[src/rtl/stump_pkg.sv]
// ----------------------------------------------------------------------------
// stump_pkg
// Shared definitions for the Stump operand-select pipeline: select-width
// helper, operand-source indices and the skid fill-state encoding.
// Revision: 1.0
// ----------------------------------------------------------------------------
`default_nettype none

package stump_pkg;

  // Operand-source indices on the datapath mux inputs
  localparam int SRC_REG = 0;
  localparam int SRC_IMM = 1;
  localparam int SRC_PC  = 2;
  localparam int SRC_MEM = 3;

  // Select width for an n-way mux: ceil(log2(n)), never below one bit so a
  // degenerate configuration still has a real select port.
  function automatic int sel_width(input int n);
    int w;
    w = $clog2(n);
    if (w < 1) begin
      w = 1;
    end
    return w;
  endfunction

  // Occupancy of the output stage when the skid entry is present
  typedef enum logic [1:0] {
    ST_EMPTY = 2'd0,
    ST_ONE   = 2'd1,
    ST_TWO   = 2'd2
  } fill_state_t;

endpackage

`default_nettype wire

[src/rtl/stump_mux_pipe_if.sv]
// ----------------------------------------------------------------------------
// stump_mux_pipe_if
// Upstream (data + select + valid/ready) and downstream (q + valid/ready +
// select error) signals of the pipelined selector.
// Revision: 1.0
// ----------------------------------------------------------------------------
`default_nettype none

interface stump_mux_pipe_if
  import stump_pkg::*;
#(
  parameter int WIDTH    = 16,
  parameter int N_INPUTS = 2
);

  localparam int SEL_W = sel_width(N_INPUTS);

  logic [N_INPUTS*WIDTH-1:0] d_flat;
  logic [SEL_W-1:0]          sel;
  logic                      in_valid;
  logic                      in_ready;
  logic [WIDTH-1:0]          q;
  logic                      out_valid;
  logic                      out_ready;
  logic                      sel_err;

  // Traffic generator / testbench side: offers items, consumes results
  modport master (
    output d_flat,
    output sel,
    output in_valid,
    input  in_ready,
    input  q,
    input  out_valid,
    output out_ready,
    input  sel_err
  );

  // Selector side
  modport slave (
    input  d_flat,
    input  sel,
    input  in_valid,
    output in_ready,
    output q,
    output out_valid,
    input  out_ready,
    output sel_err
  );

endinterface

`default_nettype wire

[src/rtl/stump_mux_nway.sv]
// ----------------------------------------------------------------------------
// stump_mux_nway
// Combinational N-way, WIDTH-bit indexed select with range check. An
// out-of-range select yields zero data and raises err_o; the select is
// compared at full width, never truncated or wrapped.
// Revision: 1.0
// ----------------------------------------------------------------------------
`default_nettype none

module stump_mux_nway
  import stump_pkg::*;
#(
  parameter int WIDTH    = 16,
  parameter int N_INPUTS = 2,
  parameter int SEL_W    = sel_width(N_INPUTS)
) (
  input  wire logic [N_INPUTS*WIDTH-1:0] d_flat_i,
  input  wire logic [SEL_W-1:0]          sel_i,
  output logic      [WIDTH-1:0]          data_o,
  output logic                           err_o
);

  // Indexed select; falls through to zero when no input index matches
  always_comb begin
    data_o = '0;
    for (int i = 0; i < N_INPUTS; i++) begin
      if (32'(sel_i) == 32'(i)) begin
        data_o = d_flat_i[i*WIDTH +: WIDTH];
      end
    end
  end

  assign err_o = (32'(sel_i) >= 32'(N_INPUTS));

endmodule

`default_nettype wire

[src/rtl/stump_mux_pipe.sv]
// ----------------------------------------------------------------------------
// stump_mux_pipe
// Parametrised N-way, WIDTH-bit selector with a registered output stage and
// valid/ready handshake, placed between Stump operand sources and the ALU or
// address path. Out-of-range selects produce zero data with sel_err set.
// Build option: STUMP_MUX_PIPE_SKID_EN adds a one-entry skid buffer and makes
// in_ready a registered signal (!skid_full). Without it, in_ready is
// combinational: !out_valid | out_ready.
// Revision: 1.0
// ----------------------------------------------------------------------------
`default_nettype none

module stump_mux_pipe
  import stump_pkg::*;
#(
  parameter int WIDTH    = 16,
  parameter int N_INPUTS = 2
) (
  input wire logic          clk,
  input wire logic          rst_n,
  stump_mux_pipe_if.slave   bus
);

  localparam int SEL_W = sel_width(N_INPUTS);

  logic [WIDTH-1:0] mux_data;
  logic             mux_err;
  logic             in_ready_w;
  logic             in_xfer;
  logic             out_xfer;

  logic [WIDTH-1:0] q_q;
  logic             err_q;
  logic             out_valid_q;

  stump_mux_nway #(
    .WIDTH    (WIDTH),
    .N_INPUTS (N_INPUTS),
    .SEL_W    (SEL_W)
  ) u_nway (
    .d_flat_i (bus.d_flat),
    .sel_i    (bus.sel),
    .data_o   (mux_data),
    .err_o    (mux_err)
  );

  assign in_xfer  = bus.in_valid & in_ready_w;
  assign out_xfer = out_valid_q & bus.out_ready;

`ifdef STUMP_MUX_PIPE_SKID_EN

  fill_state_t      state_q;
  logic [WIDTH-1:0] skid_data_q;
  logic             skid_err_q;
  logic             in_ready_q;

  // Fill-state machine: q is always refilled from the skid entry before any
  // new input, so ordering is preserved; in_ready_q tracks !skid_full.
  always_ff @(posedge clk) begin
    if (!rst_n) begin
      state_q     <= ST_EMPTY;
      q_q         <= '0;
      err_q       <= 1'b0;
      out_valid_q <= 1'b0;
      skid_data_q <= '0;
      skid_err_q  <= 1'b0;
      in_ready_q  <= 1'b1;
    end else begin
      case (state_q)
        ST_EMPTY: begin
          if (in_xfer) begin
            q_q         <= mux_data;
            err_q       <= mux_err;
            out_valid_q <= 1'b1;
            state_q     <= ST_ONE;
          end
        end
        ST_ONE: begin
          if (in_xfer && out_xfer) begin
            q_q   <= mux_data;
            err_q <= mux_err;
          end else if (in_xfer) begin
            // q is stalled: park the new item in the skid entry
            skid_data_q <= mux_data;
            skid_err_q  <= mux_err;
            in_ready_q  <= 1'b0;
            state_q     <= ST_TWO;
          end else if (out_xfer) begin
            out_valid_q <= 1'b0;
            state_q     <= ST_EMPTY;
          end
        end
        ST_TWO: begin
          // in_ready_q is low here, so only the output side can move
          if (out_xfer) begin
            q_q        <= skid_data_q;
            err_q      <= skid_err_q;
            in_ready_q <= 1'b1;
            state_q    <= ST_ONE;
          end
        end
        default: begin
          state_q     <= ST_EMPTY;
          out_valid_q <= 1'b0;
          in_ready_q  <= 1'b1;
        end
      endcase
    end
  end

  assign in_ready_w = in_ready_q;

`else

  assign in_ready_w = !out_valid_q | bus.out_ready;

  // Single output register: load on accept, drain on consume, hold otherwise
  always_ff @(posedge clk) begin
    if (!rst_n) begin
      q_q         <= '0;
      err_q       <= 1'b0;
      out_valid_q <= 1'b0;
    end else if (in_xfer) begin
      q_q         <= mux_data;
      err_q       <= mux_err;
      out_valid_q <= 1'b1;
    end else if (out_xfer) begin
      out_valid_q <= 1'b0;
    end
  end

`endif

  assign bus.in_ready  = in_ready_w;
  assign bus.q         = q_q;
  assign bus.sel_err   = err_q;
  assign bus.out_valid = out_valid_q;

endmodule

`default_nettype wire
[src/flat_wrapper.sv]
// flat-port wrapper written by rule: the top's interface ports become plain ports
module stump_mux_pipe_flat import stump_pkg::*;
#(
  parameter int WIDTH    = 16,
  parameter int N_INPUTS = 2
)
  (clk, rst_n, bus_d_flat, bus_sel, bus_in_valid, bus_in_ready, bus_q, bus_out_valid, bus_out_ready, bus_sel_err);
  stump_mux_pipe_if #(.WIDTH(WIDTH), .N_INPUTS(N_INPUTS)) bus_i ();
  input wire logic clk;
  input wire logic rst_n;
  input wire logic [$bits(bus_i.d_flat)-1:0] bus_d_flat;
  input wire logic [$bits(bus_i.sel)-1:0] bus_sel;
  input wire logic [$bits(bus_i.in_valid)-1:0] bus_in_valid;
  output wire logic [$bits(bus_i.in_ready)-1:0] bus_in_ready;
  output wire logic [$bits(bus_i.q)-1:0] bus_q;
  output wire logic [$bits(bus_i.out_valid)-1:0] bus_out_valid;
  input wire logic [$bits(bus_i.out_ready)-1:0] bus_out_ready;
  output wire logic [$bits(bus_i.sel_err)-1:0] bus_sel_err;
  assign bus_i.d_flat = bus_d_flat;
  assign bus_i.sel = bus_sel;
  assign bus_i.in_valid = bus_in_valid;
  assign bus_in_ready = bus_i.in_ready;
  assign bus_q = bus_i.q;
  assign bus_out_valid = bus_i.out_valid;
  assign bus_i.out_ready = bus_out_ready;
  assign bus_sel_err = bus_i.sel_err;
  stump_mux_pipe #(.WIDTH(WIDTH), .N_INPUTS(N_INPUTS)) u_core (.clk(clk), .rst_n(rst_n), .bus(bus_i));
endmodule
[config.mk]
export PLATFORM = sky130hd
export DESIGN_NAME = stump_mux_pipe_flat
export DESIGN_NICKNAME = d
export VERILOG_FILES = /design/src/rtl/stump_pkg.sv /design/src/rtl/stump_mux_pipe_if.sv /design/src/rtl/stump_mux_nway.sv /design/src/rtl/stump_mux_pipe.sv /design/src/flat_wrapper.sv
export SDC_FILE = /design/constraint.sdc
export NUM_CORES = 1
export LEC_CHECK = 0
export CAP_MARGIN = 15
export CORE_MARGIN = 8
export CORE_UTILIZATION = 41
export CTS_CLUSTER_SIZE = 25
export DETAILED_ROUTE_END_ITERATION = 6
export GPL_TIMING_DRIVEN = 0
export PLACE_DENSITY = 0.88
export SYNTH_ARGS = -nofsm -noshare
export SYNTH_HDL_FRONTEND = slang
export SYNTH_HIERARCHICAL = 1
export SYNTH_SLANG_ARGS = --single-unit
[constraint.sdc]
create_clock -name clk -period 3 [get_ports clk]
set_input_delay 0.6 -clock clk [delete_from_list [all_inputs] [get_ports clk]]
set_output_delay 0.6 -clock clk [all_outputs]
set_load 0.1 [all_outputs]
# [Word-level counts from Yosys, hierarchy flattened]
# Index checks and enable logic that the tools add are counted.
[word_totals] register_bits=17 in_bits=37
[op_classes] muxes=3 bitwise_logic=3 reduce_logical=2
[ops] operator="2-to-1 mux 16 bit" count=1
[ops] operator="bitwise AND 1 bit" count=2
[ops] operator="2-to-1 mux 1 bit" count=2
[ops] operator="nonzero test 2 bit" count=1
[ops] operator="logical NOT 1 bit" count=1
[ops] operator="OR 1 bit" count=1

# [Longest topological paths before layout]
[depth] ltp_word=4 ltp_mapped=5 mapped_depth_nobuf=3

# [Hierarchy]
# The synthesis kept the hierarchy.
[modules_own_cells] module="stump_mux_pipe" n_inst=1 cells_per_inst=79 area_per_inst_um2=740.7 seq_area_each_um2=360.3
[modules_own_cells] module="stump_mux_nway" n_inst=1 cells_per_inst=20 area_per_inst_um2=260.2 seq_area_each_um2=0.0

# [Least setup slack after synthesis]
# OpenSTA, ideal clock, no wires.
[synth_path] kind="register -> register" startpoint="register u_core.out_valid_q (netlist: u_core/bus.out_valid)" endpoint="register u_core.q_q[0] (netlist: u_core/bus.q[0])" setup_time_ns=0.120 arrival_ns=2.009 required_time_ns=2.880 path_slack_ns=0.871 path_stages_with_launch=6 synth_period_minus_slack_ns=2.129 cell_sequence="dfxtp_1 nand2b_4 and2_4 buf_6 buf_12 mux2i_1"
[synth_via] elab_chain_cells=3
[synth_rtl] element="start, declared" line="stump_mux_pipe.sv:34" text="logic out_valid_q;"
[synth_rtl] element="start signal, assigned" line="stump_mux_pipe.sv:122" text="out_valid_q <= 1'b0;"
[synth_rtl] element="start signal, assigned" line="stump_mux_pipe.sv:126" text="out_valid_q <= 1'b1;"
[synth_rtl] element="start signal, assigned" line="stump_mux_pipe.sv:128" text="out_valid_q <= 1'b0;"
[synth_rtl] element="logical NOT 1 bit" line="stump_mux_pipe.sv:115" text="assign in_ready_w = !out_valid_q | bus.out_ready;"
[synth_rtl] element="OR 1 bit" line="stump_mux_pipe.sv:115"
[synth_rtl] element="via bus_in_ready" line="flat_wrapper.sv:14" text="output wire logic [$bits(bus_i.in_ready)-1:0] bus_in_ready;"
[synth_rtl] element="bitwise AND 1 bit" line="stump_mux_pipe.sv:47" text="assign in_xfer = bus.in_valid & in_ready_w;"
[synth_rtl] element="end signal, assigned" line="stump_mux_pipe.sv:124" text="q_q <= mux_data;"
[synth_rtl] element="end, declared" line="stump_mux_pipe.sv:32" text="logic [WIDTH-1:0] q_q;"
# The timed path passes the listed nets, and every way through them passes these cells.
# A chain may end at the register's enable or synchronous reset.

# [Worst setup path in the final report]
[layout_path] startpoint="input bus_out_ready" endpoint="output bus_in_ready"
[layout_via] elab_chain_cells=1
[layout_rtl] element="start, declared" line="flat_wrapper.sv:17" text="input wire logic [$bits(bus_i.out_ready)-1:0] bus_out_ready;"
[layout_rtl] element="OR 1 bit" line="stump_mux_pipe.sv:115"
[layout_rtl] element="end, declared" line="flat_wrapper.sv:14"
# Every way passes these cells.

==> impl_metrics.tcl <==
set metrics [dict create \
    crit_slowest_cell "clkdlybuf4s50_1" \
    synth_fa_ha_area_frac 0 \
    start_kind "primary input" \
    synth_cell_type_count 15 \
    cts_tree "built" \
    first_global_vias 928 \
    die_w_microns 65.4 \
    syn_inst 99 \
    required_ns 2.40 \
    via_per_inst 4.61 \
    grt_use_total 0.130 \
    path_clk_slew_ns 0.09 \
    ys_warn_count 6 \
    numPortBuffers 53 \
    nets 194 \
    drive_gt1_frac 0.181 \
    ys.flop_type "dfxtp_1" \
    design.core.area_sq_um 2390 \
    syn_area_per_cell_sq_um 10.1 \
    cp_cell_sequence "clkdlybuf4s50_1 > nand2b_4 > clkdlybuf4s50_1" \
    dr_wl_met2_mm 1.39 \
    synthXorXnorAreaFrac 0 \
    htree_levels 1 \
    synth_top_area_frac 0.360 \
    clk-insertion-delay-late_ns 0.29 \
    arrival_ns 2.31 \
    cts_root_buf "clkbuf_4" \
    drt_first_pass_iters 4 \
    wl_met1_mm 1.06 \
    post-cts-setup-buffer-count 0 \
    power.density_nw_per_um2 429 \
    die_area_sq_um 4280 \
    ioPinCount 56 \
    synthTopCellsByArea "dfxtp_1 (36%), mux2i_1 (17%), mux2_4 (15%)" \
    fin_setup_tns_ns 0 \
    initial_core_util 0.419 \
    synth_most_common_cell "nand2_1" \
    status "complete, no violations" \
    n_fill_cell 215 \
    path_class "in -> out" \
    synth-edff-count 0 \
    synth-simple-area-share 0.150 \
    synth_async_sr_flop_share 0 \
    yosys-mux-area-fraction 0.387 \
    hpwl_mm 2.21 \
    fin_hold_ws_ns 0.465 \
    critical-path-max-stage-delay_ns 1.14 \
    area_growth_pct 59.0 \
    fin_crit_sh 0.970 \
    grt_max_degree 11 \
    postRouteAntennaNets 0 \
    setup_violations 0 \
    postCtsHoldBufs 0 \
    yosysTopAreaCell "dfxtp_1" \
    finalClockSkew_ns 0.00822 \
    maxCapViolations 0 \
    finalHoldViolCount 0 \
    critPathLaunch "bus_out_ready" \
    yosysSeqAreaShare 0.360 \
    synth_common_cells "nand2_1 (34), dfxtp_1 (18), mux2i_1 (17), mux2_4 (10), mux2_2 (6)" \
    route.met3.wl_microns 180 \
    r2r-start "u_core/bus.out_valid$_SDFFE_PN0P_" \
    syn_area_sq_um 1000 \
    path_common_cell "clkdlybuf4s50_1" \
    rows 18 \
    clockBufferDepth 2 \
    grt_overflow 0 \
    synthesis.nets 136 \
    drt_iter0_drc 11 \
    routed_wirelength_mm 2.66 \
    fin_crit_ns 2.91 \
    wire_per_inst_microns 14.4 \
    route.top_layer_used "met4" \
    diodes 0 \
    synth_top_family_by_area "multiplexers" \
    rsz0062_at_grt "false" \
    cts_buffers 3 \
    ys_ff_latch 18 \
    max_freq_mhz 344 \
    relSlewSlack 0.340 \
    antenna_found_initial 0 \
    p_leak_nw 0.684 \
    cts-resized-gates 0 \
    synth-compound-area-share 0.00750 \
    worstHoldStart "u_core/bus.q[6]$_SDFFE_PN0P_" \
    maxSlewViolCount 0 \
    worst_pin_slew_ns 0.987 \
    place.gp.congestion 0.684 \
    route.detailed.drc 0 \
    clock_sinks 18 \
    irDropWorstVdd_uv 296 \
    end_kind "output port" \
    grt_first_pass_wirelength_mm 4.37 \
    route.vias.total 852 \
    cp_max_fo 3 \
    holdCritPathClass "reg -> reg" \
    die_h_microns 65.4 \
]
==> cell families (layout without fill, tap and decap cells) <==
logic type | Yosys count | after routing
simple gates | 36 | 36
compound gates | 1 | 1
flops | 18 | 18
other cells | 1 | 1
mux | 33 | 33
buf+inv | 10 | 66
==> path summary, 6_finish.rpt <==
path / cells past startpoint / slack, ns / to
hold reg to reg: 2 / 0.46 / u_core/bus.q[6]$_SDFFE_PN0P_
setup reg to reg: 5 / 1.85 / u_core/bus.q[8]$_SDFFE_PN0P_
setup / recovery: 3 / 0.09 / bus_in_ready
hold / removal: 2 / 0.46 / u_core/bus.q[6]$_SDFFE_PN0P_
==> worst max-delay path, delay by kind of cell <==
family,cells,cell delay [ns]
buffers and inverters,2,1.59
AND/OR/NAND/NOR,1,0.12
==> sequential cells by signal, summed over array words and instances (netlist names) <==
name / flops
u_core/bus.out_valid: 1
u_core/bus.q: 16
u_core/bus.sel_err: 1
==> where the power goes <==
part	leakage [nW]	switching (mW)	internal, mW
logic	0.522	0.183	0.117
clock network	0.0138	0.0702	0.0466
registers	0.148	0.00915	0.257
==> routing by layer <==
| layer | vias up | global-route usage |
|---|---|---|
| met1 | 387 | 0.134 |
| li1 | 433 | - |
| met4 | 0 | 0.0736 |
| met5 | - | 0 |
| met2 | 30 | 0.231 |
| met3 | 2 | 0.0374 |
==> per-stage QoR <==
| stage | area [sq um] | power [mW] | instances | setup WS [ns] | util |
|---|---|---|---|---|---|
| floorplan | 1000 | 0.480 | 99 | 0.871 | - |
| global placement | 1570 | 0.567 | 182 | 0.0968 | 0.657 |
| detailed placement | 1570 | 0.574 | 182 | 0.0840 | 0.657 |
| CTS | 1590 | 0.691 | 185 | 0.0823 | 0.667 |
| global route | 1590 | 0.718 | 185 | 0.0770 | 0.667 |
| finish | 1590 | 0.683 | 185 | 0.0901 | 0.667 |
==> layout by cell type, fill, tap and decap left out <==
cell / count
mux2_2: 6
clkdlybuf4s50_1: 53
mux2i_1: 17
and2_4: 1
nand2_1: 34
clkbuf_1: 2
mux2_4: 10
buf_2: 2
clkbuf_4: 3
buf_4: 1
a21boi_0: 1
buf_6: 2
buf_12: 2
inv_1: 1
nand2b_4: 1
dfxtp_1: 18
conb_1: 1
==> cell type report <==
cell class | instances | area, sq um | area share
plain buffers | 9 | 87.6 | 0.0550
clock buffers | 3 | 22.5 | 0.0142
inverters | 1 | 3.75 | 0.00236
multi-input cells | 71 | 549 | 0.345
flip-flops and latches | 18 | 360 | 0.226
well taps | 30 | 37.5 | 0.0236
repair buffers | 53 | 531 | 0.333
No activity file was read; power rests on OpenSTA's default activity.
